===== src/rtl/bcd_score_keeper_pkg.sv =====
// Shared game definitions for the BCD score keeper: FSM states, BCD constants and
// the combo-to-multiplier mapping.
package bcd_score_keeper_pkg;

  typedef enum logic [1:0] {
    StIdle = 2'd0,
    StAdd  = 2'd1,
    StSub  = 2'd2
  } state_e;

  localparam logic [15:0] BCD_MAX16  = 16'h9999;
  localparam logic [15:0] BCD_ZERO16 = 16'h0000;
  localparam logic [7:0]  BCD_ZERO8  = 8'h00;
  localparam logic [7:0]  COMBO_MAX  = 8'h99;

  localparam logic [7:0] MULT_TH2 = 8'h10;
  localparam logic [7:0] MULT_TH3 = 8'h20;
  localparam logic [7:0] MULT_TH4 = 8'h30;

  // BCD preserves numeric ordering, so plain unsigned compares are valid here.
  function automatic logic [2:0] mult_of(input logic [7:0] combo);
    if (combo >= MULT_TH4) begin
      return 3'd4;
    end else if (combo >= MULT_TH3) begin
      return 3'd3;
    end else if (combo >= MULT_TH2) begin
      return 3'd2;
    end
    return 3'd1;
  endfunction

endpackage


===== src/rtl/bcdaddsub4.sv =====
// Combinational 4-digit BCD adder/subtractor; result wraps modulo 10000, the caller
// detects overflow/underflow by comparing against the first operand.
module bcdaddsub4 (
  input  logic [15:0] a,
  input  logic [15:0] b,
  input  logic        op,
  output logic [15:0] s
);

  always_comb begin
    logic [3:0] w_ad;
    logic [3:0] w_bd;
    logic [4:0] w_t;
    logic       w_c;
    s   = '0;
    w_c = 1'b0;
    w_ad = '0;
    w_bd = '0;
    w_t  = '0;
    for (int i = 0; i < 4; i++) begin
      w_ad = a[4*i +: 4];
      w_bd = b[4*i +: 4];
      if (!op) begin
        w_t = {1'b0, w_ad} + {1'b0, w_bd} + {4'd0, w_c};
        w_c = (w_t > 5'd9);
        if (w_c) begin
          w_t = w_t - 5'd10;
        end
      end else begin
        // Bias by ten so the digit difference never goes negative; w_c is the borrow.
        w_t = {1'b0, w_ad} + 5'd10 - {1'b0, w_bd} - {4'd0, w_c};
        w_c = (w_t < 5'd10);
        if (!w_c) begin
          w_t = w_t - 5'd10;
        end
      end
      s[4*i +: 4] = w_t[3:0];
    end
  end

endmodule


===== src/rtl/bcd_score_keeper.sv =====
// Saturating BCD score and combo keeper driving one shared BCD add/sub unit per cycle,
// with a one-entry pending slot for events that arrive while a sequence runs.
module bcd_score_keeper
  import bcd_score_keeper_pkg::*;
#(
  parameter logic [15:0] HIT_PTS  = 16'h0010,
  parameter logic [15:0] MISS_PTS = 16'h0005
) (
  input  logic        clk,
  input  logic        nrst,
  input  logic        restart,
  input  logic        hit,
  input  logic        miss,
  output logic [15:0] score,
  output logic [7:0]  combo,
  output logic [2:0]  mult,
  output logic        busy,
  output logic        drop
);

  state_e      r_state;
  logic [15:0] r_score;
  logic [7:0]  r_combo;
  logic [2:0]  r_cnt;
  logic        r_pend_vld;
  logic        r_pend_miss;
  logic        r_busy;
  logic        r_drop;

  logic        w_live_vld;
  logic        w_ev_vld;
  logic        w_ev_miss;
  logic [2:0]  w_mult;
  logic [7:0]  w_combo_inc;
  logic [15:0] w_b;
  logic        w_op;
  logic [15:0] w_sum;
  logic        w_add_ovf;
  logic        w_sub_unf;

  // A simultaneous hit and miss collapses into a miss.
  assign w_live_vld = hit | miss;
  assign w_ev_vld   = r_pend_vld | w_live_vld;
  assign w_ev_miss  = r_pend_vld ? r_pend_miss : miss;
  assign w_mult     = mult_of(r_combo);

  always_comb begin
    w_combo_inc = r_combo;
    if (r_combo != COMBO_MAX) begin
      if (r_combo[3:0] >= 4'd9) begin
        w_combo_inc = {r_combo[7:4] + 4'd1, 4'd0};
      end else begin
        w_combo_inc = {r_combo[7:4], r_combo[3:0] + 4'd1};
      end
    end
  end

  assign w_op = (r_state == StSub);
  assign w_b  = w_op ? MISS_PTS : HIT_PTS;

  bcdaddsub4 u_addsub (
    .a  (r_score),
    .b  (w_b),
    .op (w_op),
    .s  (w_sum)
  );

  assign w_add_ovf = (w_sum < r_score);
  assign w_sub_unf = (w_sum > r_score);

  always_ff @(posedge clk or negedge nrst) begin
    if (!nrst) begin
      r_state     <= StIdle;
      r_score     <= BCD_ZERO16;
      r_combo     <= BCD_ZERO8;
      r_cnt       <= '0;
      r_pend_vld  <= 1'b0;
      r_pend_miss <= 1'b0;
      r_busy      <= 1'b0;
      r_drop      <= 1'b0;
    end else if (restart) begin
      r_state     <= StIdle;
      r_score     <= BCD_ZERO16;
      r_combo     <= BCD_ZERO8;
      r_cnt       <= '0;
      r_pend_vld  <= 1'b0;
      r_pend_miss <= 1'b0;
      r_busy      <= 1'b0;
      r_drop      <= 1'b0;
    end else begin
      r_drop <= 1'b0;
      unique case (r_state)
        StIdle: begin
          if (w_ev_vld) begin
            r_busy <= 1'b1;
            if (w_ev_miss) begin
              r_combo <= BCD_ZERO8;
              r_state <= StSub;
            end else begin
              r_cnt   <= w_mult;
              r_combo <= w_combo_inc;
              r_state <= StAdd;
            end
          end
          // The slot is freed as it is consumed, so a live event can refill it.
          if (r_pend_vld) begin
            r_pend_vld  <= w_live_vld;
            r_pend_miss <= miss;
          end
        end
        StAdd: begin
          r_score <= w_add_ovf ? BCD_MAX16 : w_sum;
          r_cnt   <= r_cnt - 3'd1;
          if (r_cnt <= 3'd1) begin
            r_state <= StIdle;
            r_busy  <= 1'b0;
          end
        end
        StSub: begin
          r_score <= w_sub_unf ? BCD_ZERO16 : w_sum;
          r_state <= StIdle;
          r_busy  <= 1'b0;
        end
        default: begin
          r_state <= StIdle;
          r_busy  <= 1'b0;
        end
      endcase
      if (r_state != StIdle && w_live_vld) begin
        if (r_pend_vld) begin
          r_drop <= 1'b1;
        end else begin
          r_pend_vld  <= 1'b1;
          r_pend_miss <= miss;
        end
      end
    end
  end

  assign score = r_score;
  assign combo = r_combo;
  assign mult  = w_mult;
  assign busy  = r_busy;
  assign drop  = r_drop;

endmodule


===== config.mk =====
export PLATFORM = sky130hd
export DESIGN_NAME = bcd_score_keeper
export DESIGN_NICKNAME = d
export VERILOG_FILES = /design/src/rtl/bcd_score_keeper_pkg.sv /design/src/rtl/bcdaddsub4.sv /design/src/rtl/bcd_score_keeper.sv
export SDC_FILE = /design/constraint.sdc
export NUM_CORES = 1
export LEC_CHECK = 0
export ABC_AREA = 0
export BUFFER_PORTS_ARGS = -buffer_cell sky130_fd_sc_hd__buf_2
export CAP_MARGIN = 15
export CORE_MARGIN = 1
export CORE_UTILIZATION = 35
export CTS_BUF_LIST = sky130_fd_sc_hd__clkbuf_2 sky130_fd_sc_hd__clkbuf_4 sky130_fd_sc_hd__clkbuf_8
export CTS_CLUSTER_SIZE = 24
export DETAILED_ROUTE_END_ITERATION = 10
export SLEW_MARGIN = 20
export SYNTH_ARGS = -nofsm -noshare
export SYNTH_HDL_FRONTEND = slang
export SYNTH_HIERARCHICAL = 1
export SYNTH_SLANG_ARGS = --single-unit

===== constraint.sdc =====
create_clock -name clk -period 21.9 [get_ports clk]
set_input_delay 4.38 -clock clk [delete_from_list [all_inputs] [get_ports clk]]
set_output_delay 4.38 -clock clk [all_outputs]
set_load 0.02 [all_outputs]

==> metrics.yaml <==
max_cap_violations: 0
die_area_um2: 12540
synth_seq_area_share: 0.1950
grt_use_total: 0.1618
via_per_inst: 5.230
multi_input_area_um2: 3143
start_util: 0.3646
slew_headroom: 0.3811
first_pass_iters: 7
min_path_type: "reg -> reg"
dpl.hpwl_mm: 7.667
critPathBufInv: 8
critical_path_required_ns: 22.08
cts_tree: "done"
critPathMaxStageDelay_ns: 0.78
synth_area_um2: 4234
clock_latency_ns: 0.30
antenna_found_initial: 0
n_antenna_cell: 0
regArea_um2: 825.8
synth_edf_count: 0
start_kind: "register"
setup_ws_ns: 10.95
crit_fanout: 10
grt_pass1_wl_mm: 16.62
yosysWarnings: 6
clock-root-buffer: "clkbuf_8"
postSynth.asyncResetShare: 1.000
tns_ns: 0
violations: "design-rule violations"
worst_pin_slew_ns: 0.9259
drt_iter0_drc: 172
yosys.area.top_type: "ha_1"
wl_mm: 9.533
place_ws_ns: 11.04
cp_top_family: "adder cells"
post_cts_buffers: 0
netlist.area_leader.share: 0.2009
clock_skew_ns: 0.01219
cts_made_buffers: 5
period_needed_ns: 10.95
port_buffers: 33
fp-row-count: 39
detail_route.wl_per_cell_um: 13.35
fin_nets: 660
cp_slowest_cell: "nor4b_2"
htree_levels: 2
vias: 3734
endpoint_kind: "register"
drc_errors: 2
synth-main-ff-cell: "dfrtp_1"
synth.avg_cell_area_um2: 8.318
grt_pass1_vias: 3630
cts.repair.resized: 0
core-area_um2: 11610
synth_seq_cells: 33
fmax_mhz: 91.34
clockBufferDepth: 2
finalHoldViolCount: 0
n_fill_cell: 1210
syn_inst: 509
grt_overflow: 0
synth_cell_types: 68
synth_top_cells_by_area: "ha_1 20%, dfrtp_1 20%, fa_1 8.0%"
outcome: "complete, but fails checks"
worstSetupPathType: "reg -> reg"
ant_nets: 0
globalplace.congestion: 0.8863
cp.arrival_ns: 11.13
grt_start_max_net_pins: 34
die_width_um: 112.0
postCtsHoldBufs: 0
dieHeight_um: 112.0
syn_to_final_growth_pct: 12.94
period_share: 0.4999
cts.clk_slew.worst_paths_ns: 0.08
drv_slew: 0
setup_viol: 0
cts.sinks: 33
grt_setup_unrepaired: "no"
io-pin-count: 34
drive_gt1_frac: 0.1068
-- synthesized netlist by cell type (4+ instances only) --
| library cell | n |
|---|---|
| a22oi_1 | 4 |
| nand4_1 | 6 |
| a21oi_1 | 31 |
| inv_1 | 90 |
| ha_1 | 68 |
| nand2b_1 | 6 |
| nor3_1 | 12 |
| nand2_1 | 30 |
| a22o_1 | 9 |
| nor2b_1 | 7 |
| dfrtp_1 | 33 |
| fa_1 | 17 |
| o21ai_0 | 30 |
| a221oi_1 | 4 |
| o21a_1 | 4 |
| o211ai_1 | 5 |
| mux2i_1 | 7 |
| clkbuf_1 | 8 |
| nor2_1 | 32 |
| o31ai_1 | 5 |
| xnor2_1 | 13 |
| a21o_1 | 4 |
| nand3_1 | 8 |
| o21bai_1 | 5 |
-- metal layers --
layer,wire length [um],global-route usage,vias to the layer above
met5,0,0,-
met3,389,0.02994,9
met4,102,0.03644,0
li1,-,-,1869
met1,4477,0.2068,1776
met2,4564,0.2824,80
-- cell families after synthesis --
kind of cell / after synthesis / share of synthesized area
and+or+nand+nor: 127 / 0.1581
buffers and inverters: 100 / 0.08895
adders and majority gates: 85 / 0.2813
AOI/OAI and AO/OA: 140 / 0.2255
muxes: 8 / 0.01921
other: 1 / 0.0008857
DFF: 33 / 0.1950
xor gates and xnor gates: 15 / 0.03103
-- path summary, 6_finish.rpt --
path	startpoint	endpoint	slack [ns]	cells after the start
max in group asynchronous	nrst	score[10]	17.25	1
min	r_cnt[1]	r_cnt[1]	0.51	1
max	r_state[0]	score[13]	10.95	45
min reg2reg	r_cnt[1]	r_cnt[1]	0.51	1
min in group asynchronous	nrst	score[1]	4.15	1
max reg2reg	r_state[0]	score[13]	10.95	45
-- registers in the layout (all words and copies together), names as in the netlist --
signal and flops:
busy 1, r_pend_vld 1, r_cnt 3, score 16, combo 8, r_pend_miss 1, drop 1, r_state 2
-- layout by cell type, fill, tap and decap left out, drive strengths merged, types with 6 or more instances in the layout --
cell	count
nand3	8
mux2i	7
nor3	14
inv	91
a21oi	31
a22o	9
conb	30
a21o	6
fa	17
nand2	30
dfrtp	33
o21ai	33
xnor2	13
buf	34
nor2	32
clkbuf	6
ha	68
nor2b	7
nand2b	6
nand4	7
-- through the flow --
step                        util  hold slack [ns]  std cells  cell area (um2)
after floorplan                -           0.4732        538             4343
after global placement    0.4012           0.4950        706             4659
after detailed placement  0.4012           0.4983        706             4659
after CTS                 0.4115           0.5166        714             4780
after global routing      0.4118           0.5602        714             4782
final                     0.4118           0.5108        714             4782
-- final cells by class --
type / instances / share of cell area
Clock buffer: 6 / 0.01727
Clock inverter: 2 / 0.007849
Inverter: 91 / 0.07143
Multi-Input combinational cell: 405 / 0.6572
Sequential cell: 33 / 0.1727
Tap cell: 143 / 0.03742
Timing Repair Buffer: 34 / 0.03611
Power is left out: the tool's default activity adds up to more than one toggle a clock period on the data nets, which glitch-free logic cannot reach.
